==> src/rtl/pipe_adder_pkg.sv <==
// ----------------------------------------------------------------------------
// pipe_adder_pkg
//   Shared constants and helpers for the pipelined carry adder.
//   DEF_WIDTH / DEF_STAGES : default operand width and pipeline depth.
//   slice_w(width, stages) : bits handled by one pipeline stage.
// ----------------------------------------------------------------------------
package pipe_adder_pkg;

  localparam int DEF_WIDTH  = 16;
  localparam int DEF_STAGES = 4;

  function automatic int slice_w(input int width, input int stages);
    return width / stages;
  endfunction

endpackage

==> src/rtl/adder_slice.sv <==
// ----------------------------------------------------------------------------
// adder_slice
//   One registered pipeline stage of the carry-chained adder: adds one
//   SLICE-bit pair of operand slices plus the incoming carry and holds the
//   result together with its valid bit.
// Ports
//   clk, rst_n   : clock, asynchronous active-low reset
//   v_i          : upstream stage (or input port) holds a valid item
//   rdy_i        : this stage may load this cycle (it is empty or draining)
//   a_i, b_i     : operand slices belonging to this stage
//   c_i          : carry from the previous stage (carry-in for stage 0)
//   v_o          : registered valid bit of this stage
//   s_o          : registered partial sum slice
//   c_o          : registered carry out of this slice
// ----------------------------------------------------------------------------
module adder_slice #(
  parameter int SLICE = 4
) (
  input  logic             clk,
  input  logic             rst_n,
  input  logic             v_i,
  input  logic             rdy_i,
  input  logic [SLICE-1:0] a_i,
  input  logic [SLICE-1:0] b_i,
  input  logic             c_i,
  output logic             v_o,
  output logic [SLICE-1:0] s_o,
  output logic             c_o
);

  logic             v_q;
  logic             c_q;
  logic             c_d;
  logic [SLICE-1:0] s_q;
  logic [SLICE-1:0] s_d;

  always_comb begin
    {c_d, s_d} = {1'b0, a_i} + {1'b0, b_i} + {{SLICE{1'b0}}, c_i};
  end

  // When rdy_i is high an empty upstream slot loads as a bubble (v_q=0) and
  // the data registers keep their old value; when rdy_i is low everything holds.
  always_ff @(posedge clk or negedge rst_n) begin
    if (!rst_n) begin
      v_q <= 1'b0;
      s_q <= '0;
      c_q <= 1'b0;
    end else if (rdy_i) begin
      v_q <= v_i;
      if (v_i) begin
        s_q <= s_d;
        c_q <= c_d;
      end
    end
  end

  assign v_o = v_q;
  assign s_o = s_q;
  assign c_o = c_q;

endmodule

==> src/rtl/pipe_carry_adder.sv <==
// ----------------------------------------------------------------------------
// pipe_carry_adder
//   Pipelined WIDTH-bit adder: sum = (a + b + cin) mod 2^WIDTH, cout = carry
//   out of bit WIDTH-1. The addition is split into STAGES slices of
//   WIDTH/STAGES bits, one slice added per stage, carry rippling stage to stage.
//   Latency is STAGES cycles, throughput one result per cycle.
//
// Handshake: a transfer happens on a rising edge where valid and ready are
//   both high (in_valid & in_ready on the input, out_valid & out_ready on the
//   output). A stage advances when it is empty or the stage after it advances,
//   so bubbles collapse and a full pipeline under stall holds all registers.
//   in_ready depends combinationally on out_ready.
//
// Optional feature: define PIPE_ADDER_OVF_EN to add the ovf port (signed
//   overflow of the sum, aligned with out_valid).
//
// Ports
//   clk, rst_n           : clock, asynchronous active-low reset
//   in_valid / in_ready  : input handshake for a, b, cin
//   a, b                 : unsigned WIDTH-bit operands
//   cin                  : carry-in
//   out_valid / out_ready: output handshake for sum, cout (and ovf)
//   sum, cout            : result from the last stage register
//   ovf                  : signed overflow (PIPE_ADDER_OVF_EN only)
// ----------------------------------------------------------------------------
module pipe_carry_adder
  import pipe_adder_pkg::*;
#(
  parameter int WIDTH  = DEF_WIDTH,
  parameter int STAGES = DEF_STAGES
) (
  input  logic             clk,
  input  logic             rst_n,
  input  logic             in_valid,
  output logic             in_ready,
  input  logic [WIDTH-1:0] a,
  input  logic [WIDTH-1:0] b,
  input  logic             cin,
  output logic             out_valid,
  input  logic             out_ready,
  output logic [WIDTH-1:0] sum,
  output logic             cout
`ifdef PIPE_ADDER_OVF_EN
  ,
  output logic             ovf
`endif
);

  localparam int SLICE = slice_w(WIDTH, STAGES);
  localparam int LAST  = STAGES - 1;

  if ((STAGES < 1) || (STAGES > WIDTH) || (WIDTH % STAGES != 0)) begin : g_bad_cfg
    $error("pipe_carry_adder: WIDTH (%0d) must be a non-zero multiple of STAGES (%0d)",
           WIDTH, STAGES);
  end

  // Per-stage state. a_q/b_q carry the whole operands down the pipe so later
  // stages can pick their slice; lo_q holds the sum bits finished upstream.
  logic             v     [STAGES];
  logic             c     [STAGES];
  logic [SLICE-1:0] s     [STAGES];
  logic [WIDTH-1:0] a_q   [STAGES];
  logic [WIDTH-1:0] b_q   [STAGES];
  logic [WIDTH-1:0] lo_q  [STAGES];
  logic [WIDTH-1:0] sum_w [STAGES];
  logic             rdy   [STAGES+1];

  // Ready chain, evaluated from the output back to the input.
  always_comb begin
    rdy[STAGES] = out_ready;
    for (int k = STAGES - 1; k >= 0; k--) begin
      rdy[k] = !v[k] || rdy[k+1];
    end
  end

  for (genvar k = 0; k < STAGES; k++) begin : g_stage
    logic             v_src;
    logic             c_src;
    logic [WIDTH-1:0] a_src;
    logic [WIDTH-1:0] b_src;
    logic [WIDTH-1:0] lo_src;

    if (k == 0) begin : g_first
      assign v_src  = in_valid;
      assign c_src  = cin;
      assign a_src  = a;
      assign b_src  = b;
      assign lo_src = '0;
    end else begin : g_next
      assign v_src  = v[k-1];
      assign c_src  = c[k-1];
      assign a_src  = a_q[k-1];
      assign b_src  = b_q[k-1];
      assign lo_src = sum_w[k-1];
    end

    adder_slice #(
      .SLICE (SLICE)
    ) u_slice (
      .clk   (clk),
      .rst_n (rst_n),
      .v_i   (v_src),
      .rdy_i (rdy[k]),
      .a_i   (a_src[k*SLICE +: SLICE]),
      .b_i   (b_src[k*SLICE +: SLICE]),
      .c_i   (c_src),
      .v_o   (v[k]),
      .s_o   (s[k]),
      .c_o   (c[k])
    );

    // Sideband registers load under the same condition as the slice data.
    // The last stage's operand copy is only read for the overflow flag.
    always_ff @(posedge clk or negedge rst_n) begin
      if (!rst_n) begin
        a_q[k]  <= '0;
        b_q[k]  <= '0;
        lo_q[k] <= '0;
      end else if (rdy[k] && v_src) begin
        a_q[k]  <= a_src;
        b_q[k]  <= b_src;
        lo_q[k] <= lo_src;
      end
    end

    // lo_q only ever has bits below k*SLICE set, so OR merges the new slice.
    assign sum_w[k] = lo_q[k] | (WIDTH'(s[k]) << (k * SLICE));
  end

  assign in_ready  = rdy[0];
  assign out_valid = v[LAST];
  assign sum       = sum_w[LAST];
  assign cout      = c[LAST];

`ifdef PIPE_ADDER_OVF_EN
  assign ovf = (a_q[LAST][WIDTH-1] == b_q[LAST][WIDTH-1]) &&
               (sum_w[LAST][WIDTH-1] != a_q[LAST][WIDTH-1]);
`endif

endmodule

==> config.mk <==
export PLATFORM = sky130hd
export DESIGN_NAME = pipe_carry_adder
export DESIGN_NICKNAME = d
export VERILOG_FILES = /design/src/rtl/pipe_adder_pkg.sv /design/src/rtl/adder_slice.sv /design/src/rtl/pipe_carry_adder.sv
export SDC_FILE = /design/constraint.sdc
export NUM_CORES = 1
export LEC_CHECK = 0
export ABC_CLOCK_PERIOD_IN_PS = 4700
export CORE_ASPECT_RATIO = 1.4
export CORE_MARGIN = 5
export CORE_UTILIZATION = 61
export CTS_BUF_LIST = sky130_fd_sc_hd__clkbuf_8
export CTS_CLUSTER_DIAMETER = 200
export DETAILED_ROUTE_END_ITERATION = 6
export GPL_TIMING_DRIVEN = 0
export PLACE_DENSITY = 0.85
export SLEW_MARGIN = 25
export SYNTH_ARGS = -nofsm -noshare
export SYNTH_HDL_FRONTEND = slang
export SYNTH_HIERARCHICAL = 1
export SYNTH_SLANG_ARGS = --single-unit
==> constraint.sdc <==
create_clock -name clk -period 4.7 [get_ports clk]
set_input_delay 0.705 -clock clk [delete_from_list [all_inputs] [get_ports clk]]
set_output_delay 0.705 -clock clk [all_outputs]
set_load 0.05 [all_outputs]
# After elaboration in Yosys (flattened, before gate mapping)
# Index checks and enable logic that the tools add are counted.
# op_classes
add_sub_neg	8
n_bitwise	3
n_reduce_logical	16
# ops
operator	count
$add A4 B4 Y5	4
$add A5 B1 Y5	4
$or A16 B12 Y16	1
$or A16 B16 Y16	1
$or A4 B8 Y8	1
$reduce_and A2 Y1	4
$logic_and A1 B1 Y1	4
$logic_not A1 Y1	4
$logic_or A1 B1 Y1	4
# word_totals
word_cells	48
out_inout_bits	19
input_bits	37
regBits	156

# Logic depth before layout (Yosys ltp)
# logic_depth
word_depth	6
depth_mapped	6
ltp_nobuf	6

# By module
# The synthesis kept the hierarchy.
# modules_own_cells
mod	instances	area_per_inst_um2	cells_each	seq_area_each_um2
pipe_carry_adder	1	2735.1	159	1801.7
adder_slice (g_stage[0].u_slice ...)	3	371.6	36	150.1
adder_slice (g_stage[1].u_slice)	1	380.4	36	150.1

# Worst setup path before layout
# OpenSTA, ideal clock, no wires.
# synth_path
kind	reg-to-reg
from	reg g_stage[3].u_slice.v_q
to	reg g_stage[0].u_slice.s_q[3]
synth_period_minus_slack_ns	2.118
setup_ns	0.140
arrival_time_ns	1.978
path_buffers	0
t_required_ns	4.560
setup_slack_ns	2.582
stages_incl_launch_ff	6
cell_sequence	dfrtp_1 -> nand4b_4 -> or2_2 -> and4b_1 -> a221oi_1 -> o211ai_1
# synth_rtl
element	line	text
from (decl)	adder_slice.sv:31	logic v_q;
from (signal assigned)	adder_slice.sv:49	v_q <= v_i;
to (signal assigned)	adder_slice.sv:46	s_q <= '0;
to (signal assigned)	adder_slice.sv:51	s_q <= s_d;
to (decl)	adder_slice.sv:34	logic [SLICE-1:0] s_q;

==> results by group <==
Worst setup path
  – Startpoint Class: input port
  – Required time of the worst setup path: 3.99 ns
  – Nature of the critical path endpoint: output pin
  – Crit path DAT: roughly 2.6 ns
  – Crit path max fanout: 8
  – Crit Path Class: input port to output pin

Yosys
  – Cell variety after synth: 28
  – Average size of a mapped cell: 14.0 um2
  – FF+latch count, synth: 96
  – Post-synthesis mux area share: 20.2%
  – FFs w/ async S/R, synth: 100%
  – Area share of fa/ha/maj cells after synthesis: 7.34%
  – Synth Area in Simple Gates: 6.83%
  – Synth Net Count: 360
  – Combinational family with the most area after synthesis: multiplexers
  – Synth warnings: 6
  – Compound-Gate Fraction of Synth Area: 5.06%
  – XOR/XNOR Fraction of Synth Area: 0.828%
  – Seq/Total Area, Yosys: between 50% and 60%
  – Gate count of the mapped netlist: 303
  – Syn Std Cell Area: 0.00423 mm2
  – Post-synth EDFFs: 0
  – Ys flop type: dfrtp_1

Routing
  – DRT Wirelength: 7080 um
  – Initial DRC Count: around 110
  – First drt pass iteration count: 4
  – Routed wire length per instance: 15.1 um
  – Via density: 5.36
  – Via Count: roughly 2500
  – Antenna viol nets, final: 0
  – DRC: 0

Timing
  – Min Hold Slack: around 0.27 ns
  – Setup violators final: 0
  – Final worst-path cycle share: 69.6%
  – Max Clk Rate: just over 300 MHz
  – Worst Skew: 0.0103 ns
  – Final Slew Violations: 0
  – Max-Slew Margin vs Limit: around two thirds
  – Final hold vios: 0
  – Slew @ Worst Pin: 0.509 ns
  – Post-layout min period: 3.27 ns
  – RSZ-0062 raised after global routing: no

Finish
  – Area of the multi-input gates: 0.00170 mm2
  – Most common cell after layout, fill and taps aside: dfrtp_1
  – Area grow syn2layout: 20.6%
  – # nets final: between 400 and 500
  – Layout cells sized above 1: 28.1%
  – Ant diodes: 0
  – Non-filler cells, final: 469
  – Fill cells: 462
  – Reg area: around 0.0024 mm2
  – Most frequent cells in the layout: dfrtp_1 (96), mux2_2 (75), clkdlybuf4s50_1 (54), inv_1 (22), o21ai_0 (16)

Floorplanning
  – Die X: 80.4 um
  – Initial core utilization: 61.8%
  – Core outline area: 0.00685 mm2
  – Die ar.: 0.00872 mm2
  – Rows: 36
  – DIE HEIGHT: between 100 and 150 um
  – IO Count: 56

Clock tree
  – CTS tree: done
  – Setup bufs post-CTS: 0
  – Clock tree sinks: 96
  – Hold-fix buffers, CTS: 0
  – Worst-case clock buffer depth: 2
  – Resized Gates After CTS: 0
  – Reg clk slew, reported paths: 0.08 ns
  – Clk_lat worst skew: ~0.36 ns
  – H-Tree Depth: 3
  – Clk root buf: clkbuf_8
  – Inserted Clock Buffers: 9

Global route
  – Number of global-route vias before repair: about 2600
  – Global route overflow: 0
  – Global-route wire length before repair: 12200 um
  – Initial antenna violation count: 0
  – Pin count of the biggest net entering global routing: 50
  – Global-route usage over all layers: 18.5%

Min path
  – Hold Crit Class: input port to async pin

Placement
  – Port Buf Inserts: 55
  – Dpl hpwl: 5370 um
  – Inst Count DP: around 450
  – Final GP Congestion: 0.759

Flow run
  – Maxcap violations: 0

Power and ir drop
  – Pwr dens: 540 mW/mm2
  – Leakage: 0.00226 uW
  – VDD IR max: approximately 0.31 mV

Status
  – Status: finished clean
per-layer routing:
metal,vias to the layer above,track usage [%],share of wire (%),wire length [um]
met5,-,0,0,0
met4,0,7.97,1.8,124
met3,10,4.50,3.3,235
met2,48,30.7,52,3720
met1,1259,22.9,42,3010
li1,1199,-,-,-
registers in the layout, indices dropped and copies added, names as in the netlist:
signal               flops
g_stage.a_src           24
g_stage.b_src           24
g_stage.u_slice/c_o      4
g_stage.u_slice/s_o     16
g_stage.u_slice/v_o      4
lo_q                    24
cells by family after synthesis:
kind of cell             after synthesis
adder cells (fa/ha/maj)               20
flip-flops                            96
AND/OR/NAND/NOR                       44
multiplexers                          76
AO/OA/AOI/OAI                         36
buffers and inverters                 27
XOR/XNOR                               4
where the power goes:
group | switching [uW] | internal, uW | total, uW
logic | 571 | 474 | 1050
registers | 152 | 1080 | 1230
clock network | 262 | 215 | 477
total | 985 | 1770 | 2750
path summary, 6_finish.rpt:
kind	startpoint	end	slack, ns	cells past startpoint
max	out_ready	in_ready	1.43	4
min	rst_n	g_stage[3].u_slice/s_o[2]	0.27	1
max reg2reg	g_stage[2].u_slice/v_o	g_stage[0].u_slice/s_o[3]	2.86	5
min reg2reg	g_stage[1].u_slice/s_o[1]	g_stage[1].u_slice/s_o[1]	0.48	2
max in group asynchronous	rst_n	lo_q[21]	3.87	2
min in group clk	g_stage[1].u_slice/s_o[1]	g_stage[1].u_slice/s_o[1]	0.48	2
worst max-delay path: stages:
cell	delay, ns
clkdlybuf4s50_1	0.45
nand4b_4	0.28
or2_2	0.39
clkdlybuf4s50_1	0.73
Yosys cell counts (all sizes together) (4+ instances only):
cell	instances	share of area (%)
mux2	76	20
nor2	4	0.35
nor2b	4	0.59
ha	12	3.5
a221oi	4	0.83
xor2	4	0.83
inv	21	1.9
nand2	18	1.9
fa	8	3.8
buf	6	1.1
and4b	8	1.9
dfrtp	96	57
o21ai	17	2.3
a21oi	12	1.4
cell type report:
| class | instances | area share, % |
|---|---|---|
| Clock buffer | 11 | 2.97 |
| Inverter | 21 | 1.55 |
| Clock inverter | 4 | 0.417 |
| Timing Repair Buffer | 56 | 11.4 |
| Tap cell | 95 | 2.33 |
| Sequential cell | 96 | 47.1 |
| Buffer | 6 | 0.883 |
| Multi-Input combinational cell | 180 | 33.4 |
stage by stage:
step	util, %	worst slack (ns)	total power [uW]	setup TNS, ns	instance area [um2]
floorplan	-	2.58	1940	0	4230
global placement	71.6	-0.361	2250	-34.20	4900
detailed placement	72.0	1.44	2310	0	4930
CTS	74.5	1.42	2780	0	5100
global route	74.5	1.36	2930	0	5100
finish	74.5	1.43	2750	0	5100
No activity file was read; power rests on OpenSTA's default activity.
